`src/rtl/router_2_input_port.sv`:
```
// ---------------------------------------------------------------------------
// router_2_input_port
//   Input port of router 2 in a 2x2 mesh. Incoming flits are buffered in a
//   small FIFO. The HEADER flit at the FIFO head is XY-routed, and the chosen
//   output is then held until the packet's TAIL flit has been popped.
//
// Ports
//   clk, rst                 clock and synchronous active-high reset
//   in_flit, in_valid        flit from the upstream link
//   in_ready                 !full; a write happens iff in_valid & in_ready
//   out_flit                 FIFO head flit (0 when empty)
//   out_flit_type            head[31:29] (0 when empty)
//   out_length               head[28:17] (0 when empty)
//   Lreq, Nreq, Ereq         request to the Local/North/East output arbiter
//   Lgrant, Ngrant, Egrant   this port currently owns that output
//   drop_err                 pulse while a non-HEADER flit is discarded in IDLE
//   occupancy                number of stored flits, 0..DEPTH
// ---------------------------------------------------------------------------
module router_2_input_port #(
    parameter int         DATA_WIDTH = 32,
    parameter int         DEPTH      = 4,
    parameter int         ADDR_W     = 2,
    parameter int         MY_X       = 0,
    parameter int         MY_Y       = 1,
    parameter logic [2:0] HDR_CODE   = 3'b001,
    parameter logic [2:0] TAIL_CODE  = 3'b100
) (
    input  logic                  clk,
    input  logic                  rst,
    input  logic [DATA_WIDTH-1:0] in_flit,
    input  logic                  in_valid,
    output logic                  in_ready,
    output logic [DATA_WIDTH-1:0] out_flit,
    output logic [2:0]            out_flit_type,
    output logic [11:0]           out_length,
    output logic                  Lreq,
    output logic                  Nreq,
    output logic                  Ereq,
    input  logic                  Lgrant,
    input  logic                  Ngrant,
    input  logic                  Egrant,
    output logic                  drop_err,
    output logic [ADDR_W:0]       occupancy
);

    localparam logic              MY_X_BIT   = 1'(MY_X);
    localparam logic              MY_Y_BIT   = 1'(MY_Y);
    localparam logic [ADDR_W:0]   FULL_COUNT = (ADDR_W+1)'(DEPTH);

    // Route vectors are one-hot {L, N, E}
    localparam logic [2:0] ROUTE_L = 3'b100;
    localparam logic [2:0] ROUTE_N = 3'b010;
    localparam logic [2:0] ROUTE_E = 3'b001;

    typedef enum logic [0:0] {
        ST_IDLE,
        ST_ROUTED
    } state_t;

    // ------------------------------------------------------------------
    // Storage and pointers
    // ------------------------------------------------------------------
    logic [DATA_WIDTH-1:0] mem [DEPTH];
    logic [ADDR_W-1:0]     wr_ptr_reg;
    logic [ADDR_W-1:0]     rd_ptr_reg;
    logic [ADDR_W:0]       count_reg;

    state_t                state_reg;
    state_t                state_next;
    logic [2:0]            route_reg;
    logic [2:0]            route_next;

    logic                  empty;
    logic                  full;
    logic                  wr_en;
    logic                  pop;
    logic [DATA_WIDTH-1:0] head;
    logic [2:0]            head_type;
    logic [2:0]            route_calc;
    logic [2:0]            grant_vec;
    logic [2:0]            req_vec;

    assign empty     = (count_reg == '0);
    assign full      = (count_reg == FULL_COUNT);
    assign in_ready  = ~full;
    assign wr_en     = in_valid & ~full;
    assign occupancy = count_reg;

    // Head is read straight from the array; a freshly written entry only
    // becomes the head once count_reg has counted it, i.e. the next cycle.
    assign head      = mem[rd_ptr_reg];
    assign head_type = head[DATA_WIDTH-1 -: 3];

    assign out_flit      = empty ? '0 : head;
    assign out_flit_type = empty ? 3'b000 : head_type;
    assign out_length    = empty ? 12'd0 : head[DATA_WIDTH-4 -: 12];

    always_ff @(posedge clk) begin
        if (wr_en) begin
            mem[wr_ptr_reg] <= in_flit;
        end
    end

    always_ff @(posedge clk) begin
        if (rst) begin
            wr_ptr_reg <= '0;
            rd_ptr_reg <= '0;
            count_reg  <= '0;
        end else begin
            if (wr_en) begin
                wr_ptr_reg <= wr_ptr_reg + 1'b1;
            end
            if (pop) begin
                rd_ptr_reg <= rd_ptr_reg + 1'b1;
            end
            case ({wr_en, pop})
                2'b10:   count_reg <= count_reg + 1'b1;
                2'b01:   count_reg <= count_reg - 1'b1;
                default: count_reg <= count_reg;
            endcase
        end
    end

    // ------------------------------------------------------------------
    // XY routing of the head flit: resolve X first, then Y, else local
    // ------------------------------------------------------------------
    always_comb begin
        route_calc = ROUTE_L;
        if (head[1] != MY_X_BIT) begin
            route_calc = ROUTE_E;
        end else if (head[0] != MY_Y_BIT) begin
            route_calc = ROUTE_N;
        end
    end

    assign grant_vec = {Lgrant, Ngrant, Egrant};

    // ------------------------------------------------------------------
    // Packet FSM
    // ------------------------------------------------------------------
    always_ff @(posedge clk) begin
        if (rst) begin
            state_reg <= ST_IDLE;
            route_reg <= '0;
        end else begin
            state_reg <= state_next;
            route_reg <= route_next;
        end
    end

    always_comb begin
        state_next = state_reg;
        route_next = route_reg;
        pop        = 1'b0;
        drop_err   = 1'b0;
        case (state_reg)
            ST_IDLE: begin
                if (!empty) begin
                    if (head_type == HDR_CODE) begin
                        state_next = ST_ROUTED;
                        route_next = route_calc;
                    end else begin
                        // Stray flit outside a packet: discard it
                        pop      = 1'b1;
                        drop_err = 1'b1;
                    end
                end
            end
            ST_ROUTED: begin
                // Only the grant of the held route can pop; others are ignored
                if (!empty && ((grant_vec & route_reg) != 3'b000)) begin
                    pop = 1'b1;
                    if (head_type == TAIL_CODE) begin
                        state_next = ST_IDLE;
                        route_next = '0;
                    end
                end
            end
            default: begin
                state_next = ST_IDLE;
                route_next = '0;
            end
        endcase
    end

    // Requests follow the held route while there is something to send
    generate
        for (genvar gi = 0; gi < 3; gi++) begin : g_req
            assign req_vec[gi] = (state_reg == ST_ROUTED) & route_reg[gi] & ~empty;
        end
    endgenerate

    assign {Lreq, Nreq, Ereq} = req_vec;

endmodule

```
`config.mk`:
```
export PLATFORM = sky130hd
export DESIGN_NAME = router_2_input_port
export DESIGN_NICKNAME = d
export VERILOG_FILES = /design/src/rtl/router_2_input_port.sv
export SDC_FILE = /design/constraint.sdc
export NUM_CORES = 1
export LEC_CHECK = 0
export CORE_ASPECT_RATIO = 0.8
export CORE_MARGIN = 1.5
export CORE_UTILIZATION = 53
export DETAILED_ROUTE_END_ITERATION = 10
export PLACE_DENSITY = 0.91
export SETUP_SLACK_MARGIN = 0.15
export SLEW_MARGIN = 0
export SYNTH_ARGS = -nofsm -noshare
export SYNTH_HDL_FRONTEND = slang
export SYNTH_SLANG_ARGS = --single-unit
```
`constraint.sdc`:
```
create_clock -name clk -period 4.4 [get_ports clk]
set_input_delay 0.88 -clock clk [delete_from_list [all_inputs] [get_ports clk]]
set_output_delay 0.88 -clock clk [all_outputs]
set_load 0.02 [all_outputs]
```
* Word-level counts from Yosys, hierarchy flattened
Memories as Yosys holds them, arrays and structs flattened. A register that Yosys moved wholly into a read port is not among the register bits. Cells that the tools add are included.
Cells by class: $add $sub $neg 4, reduce and logical (&&, ||, !) cells 6, bitwise logic cells 11, multiplexer cells 25, eq/ne operators 9
Operators with widths (count):
- $mux 32 | 1
- $mux 3 | 7
- $mux 12 | 1
- $pmux 3 s2 | 2
- $mux 1 | 10
- $and 1x1->1 | 7
- $eq 3x3->1 const B | 2
- $add 2x1->2 const B | 2
- $mux 2 | 2
- $ne 2x1->1 const B | 2
- $ne 2x2->1 const B | 2
- $pmux 1 s2 | 2
- $reduce_and 4->1 | 1
- $add 3x1->3 const B | 1
- $and 3x3->3 | 1
- $eq 3x1->1 const B | 1
- $logic_not 3->1 | 1
- $not 1->1 | 3
- $reduce_bool 3->1 | 1
- $sub 3x1->3 const B | 1
- $eq 2x1->1 const B | 1
- $eq 2x2->1 const B | 1
- $reduce_bool 2->1 | 1
- $logic_and 1x1->1 | 1
- $logic_not 1->1 | 1
Word-level totals: memories kept 1, register bits 11, RAM bits 128, output and inout port bits 55, input port bits 38
Memories:
- mem | depth 4, bits a word 32, read ports 1, clocked after memory_dff 1, write ports 1, RTL line 63 | logic [DATA_WIDTH-1:0] mem [DEPTH];

* Logic depth before layout (Yosys ltp)
word-level depth 7, mapped depth 10, gate-level depth less buffers 9

* Least setup slack after synthesis
No wires, ideal clock.
kind flip-flop to output port, start reg (tool-made name), end out out_length[0], arrival time 1989 ps, stages on the path, launching flop included 7, path slack 1531 ps, buffers on the path 4, required time 3520 ps, cells stage by stage dfxtp_1 clkbuf_1 clkbuf_1 buf_1 mux4_2 and2_1 buf_4
RTL lines:
- to (decl) | RTL line 35 | output logic [11:0] out_length,

==> results.txt <==
Final Cycle Share: 0.826
CTS H-Tree Depth: 4
worst hold path type: register to register
CTS Hold Bufs: 0
FILL cells: 609
Residual DRC: 0
slowest stage delay, CP: 0.66 ns
commonest cells after routing, fill and taps aside: edfxtp_1 (128), clkdlybuf4s50_1 (92), and2_1 (32)
clk_lat worst skew: 0.42 ns
antenna-violating nets left: 0
Pleak: 0.00239 uW
DR WL/cell: 20.4 um
Synth-to-Final Area Change: 27.1%
Distinct cells, synth: 38
die area: 11400 um2
Total Power: 4650 uW
vias in the first global route: 3125
commonest non-fill, non-tap cell in the layout: edfxtp_1
largest net degree at the start of global routing: 35
R2R Path End: occupancy[2]
syn avg cell area: 18.6 um2
R2R depth: 9
CTS buffer count: 17
Pins Over Slew Limit: 0
Fmax: 275 MHz
FF+latch count, synth: 141
Post-Synth XOR/XNOR Area: 0.00461
Via density: 5.56
net count after synthesis: 350
crit end category: output pin
hold_sp: route_reg[0]
Crit Path Max Fanout: 16
outcome: finished, final reports clean
final-report hold violation count: 0
DR pass1 iterations: 4
MaxCap Viol Count: 0
die width: 119 um
Fin Hold WS: 0.500 ns
CP Class: register to output pin
Syn Inst Count: 306
Worst Path Arrival: 2.76 ns
Critical-path top delay cell: dfxtp_2
setup bufs post-CTS: 0
# IOs: 93
main combinational cell family by area after synthesis: multiplexers
Clk pin slew, worst setup/hold paths: 0.06 ns
final-stage net count: 436
n_diodes: 0
Root Driver: clkbuf_16
clock tree buffer depth: 2
TritonCTS sink count: 141
max reg flops: 128
compound-cell area share of the yosys netlist: 0.0121
Worst Hold Path Cells: 2
global-route wire length before repair: 17.3 mm
critical path required time: 3.52 ns
Row Count: 33
layout cells sized above 1: 0.193
FF-to-FF setup slack: 1.16 ns
WHS Endpoint: route_reg[0]
post-synthesis sequential area ratio: 0.720
crit path cell chain: mux4_2, nor3b_1, nor3_1, clkdlybuf4s50_1
routed wire length: 11.1 mm
simple-gate share of the synthesized area: 0.0775
CP startpoint kind: register
GRT overflow: 0
Worst-Margin Slew: 1.10 ns
DR iter-0 viols: 168
IO buf count: 92
Synth warnings: 0
Initial Utilization: 0.550
antenna violations before repair: 0
Synth Area in Adders: 0.0145
Placeable Area: 10400 um2
vias post-DR: 3029
Die Y: 95.7 um
Synth Cell Area: 5700 um2
mux contribution to synthesized area: 0.136
DP HPWL: 6.58 mm
CTS tree: done
RSZ-0062 raised after global routing: no
Worst VDD drop: 0.000484 V
skew final: 0.00699 ns
pwr dens: 642 nW/um2
Relative slew margins: 0.268
Final setup viols: 0
post-CTS sizing: 0
total track usage: 0.215
GPL Wtd Cong: 0.708
crit path time final: 3.64 ns
setup total negative slack: 0 ns
==> worst max-delay path by stage <==
stage                                   to  cells after the start
final                             drop_err                      4
after detailed placement      occupancy[2]                     10
after global placement         out_flit[5]                      4
after global routing      out_flit_type[0]                      3
after CTS                      out_flit[9]                      4
after floorplan              out_length[0]                      6
==> final cells by class <==
cell class,count,area (um2),area share
clock buffers,18,429,0.0593
well taps,140,175,0.0242
repair buffers,96,951,0.131
clock inverters,14,159,0.0219
multi-input cells,129,1400,0.193
inverters,7,26.3,0.00363
flip-flops and latches,141,4110,0.567
==> cells by family (layout without fill, tap and decap cells) <==
group,Yosys count,count (layout)
and+or+nand+nor,72,72
muxes,38,38
DFF,141,141
AOI/OAI and AO/OA,10,10
buffers and inverters,36,135
xor gates and xnor gates,3,3
adders and majority gates,6,6
==> Yosys cell counts <==
library cell	count	area share
a211oi_2	1	0.0022
a21oi_1	5	0.0044
a222oi_1	1	0.0018
and2_1	32	0.035
and3_1	7	0.0077
buf_1	3	0.0020
buf_2	2	0.0018
buf_4	15	0.020
buf_6	1	0.0020
clkbuf_1	8	0.0053
dfxtp_1	13	0.046
edfxtp_1	128	0.67
fa_1	1	0.0035
ha_1	5	0.011
inv_1	7	0.0046
mux2_2	3	0.0059
mux2i_1	4	0.0070
mux4_2	31	0.12
nand2_1	3	0.0020
nand2b_1	3	0.0033
nand3_1	2	0.0018
nand4bb_1	1	0.0020
nor2_1	9	0.0059
nor2b_1	1	0.0011
nor3_1	4	0.0035
nor3_2	1	0.0018
nor3b_1	1	0.0013
nor4_1	1	0.0011
nor4b_2	1	0.0026
o21ai_0	1	0.00088
o2bb2ai_1	1	0.0015
o31ai_1	1	0.0013
or3_1	2	0.0022
or3b_1	2	0.0031
or4_1	1	0.0013
or4b_1	1	0.0018
xnor2_1	1	0.0015
xor2_1	2	0.0031
==> layer usage <==
metal / track usage / vias up / share of wire
li1: - / 1354 / -
met1: 0.269 / 1551 / 0.42
met2: 0.346 / 109 / 0.51
met3: 0.0711 / 15 / 0.057
met4: 0.103 / 0 / 0.016
met5: 0 / - / 0
==> power by group <==
group | switching (uW) | leakage [uW] | internal (uW) | total [uW]
clock network | 564 | 0.000288 | 847 | 1410
registers | 102 | 0.00128 | 1630 | 1730
logic | 767 | 0.000818 | 742 | 1510
total | 1430 | 0.00239 | 3220 | 4650
==> per-stage QoR <==
stage / worst slack [ns] / std cells / instance area (um2) / util
3_5_place_dp: 1.10 / 513 / 6660 / 0.642
5_1_grt: 0.593 / 545 / 7240 / 0.699
4_1_cts: 0.708 / 545 / 7240 / 0.699
2_1_floorplan: 1.53 / 306 / 5700 / -
3_3_place_gp: 1.20 / 513 / 6660 / 0.642
6_report: 0.764 / 545 / 7240 / 0.699
==> critical path: cells and delay by family, from the launching register on <==
kind	cells	cell delay (ns)
and+or+nand+nor	2	0.37
DFF	1	0.66
muxes	1	0.65
buffers and inverters	1	0.65
Note: power is estimated with default switching activity, not from simulation.
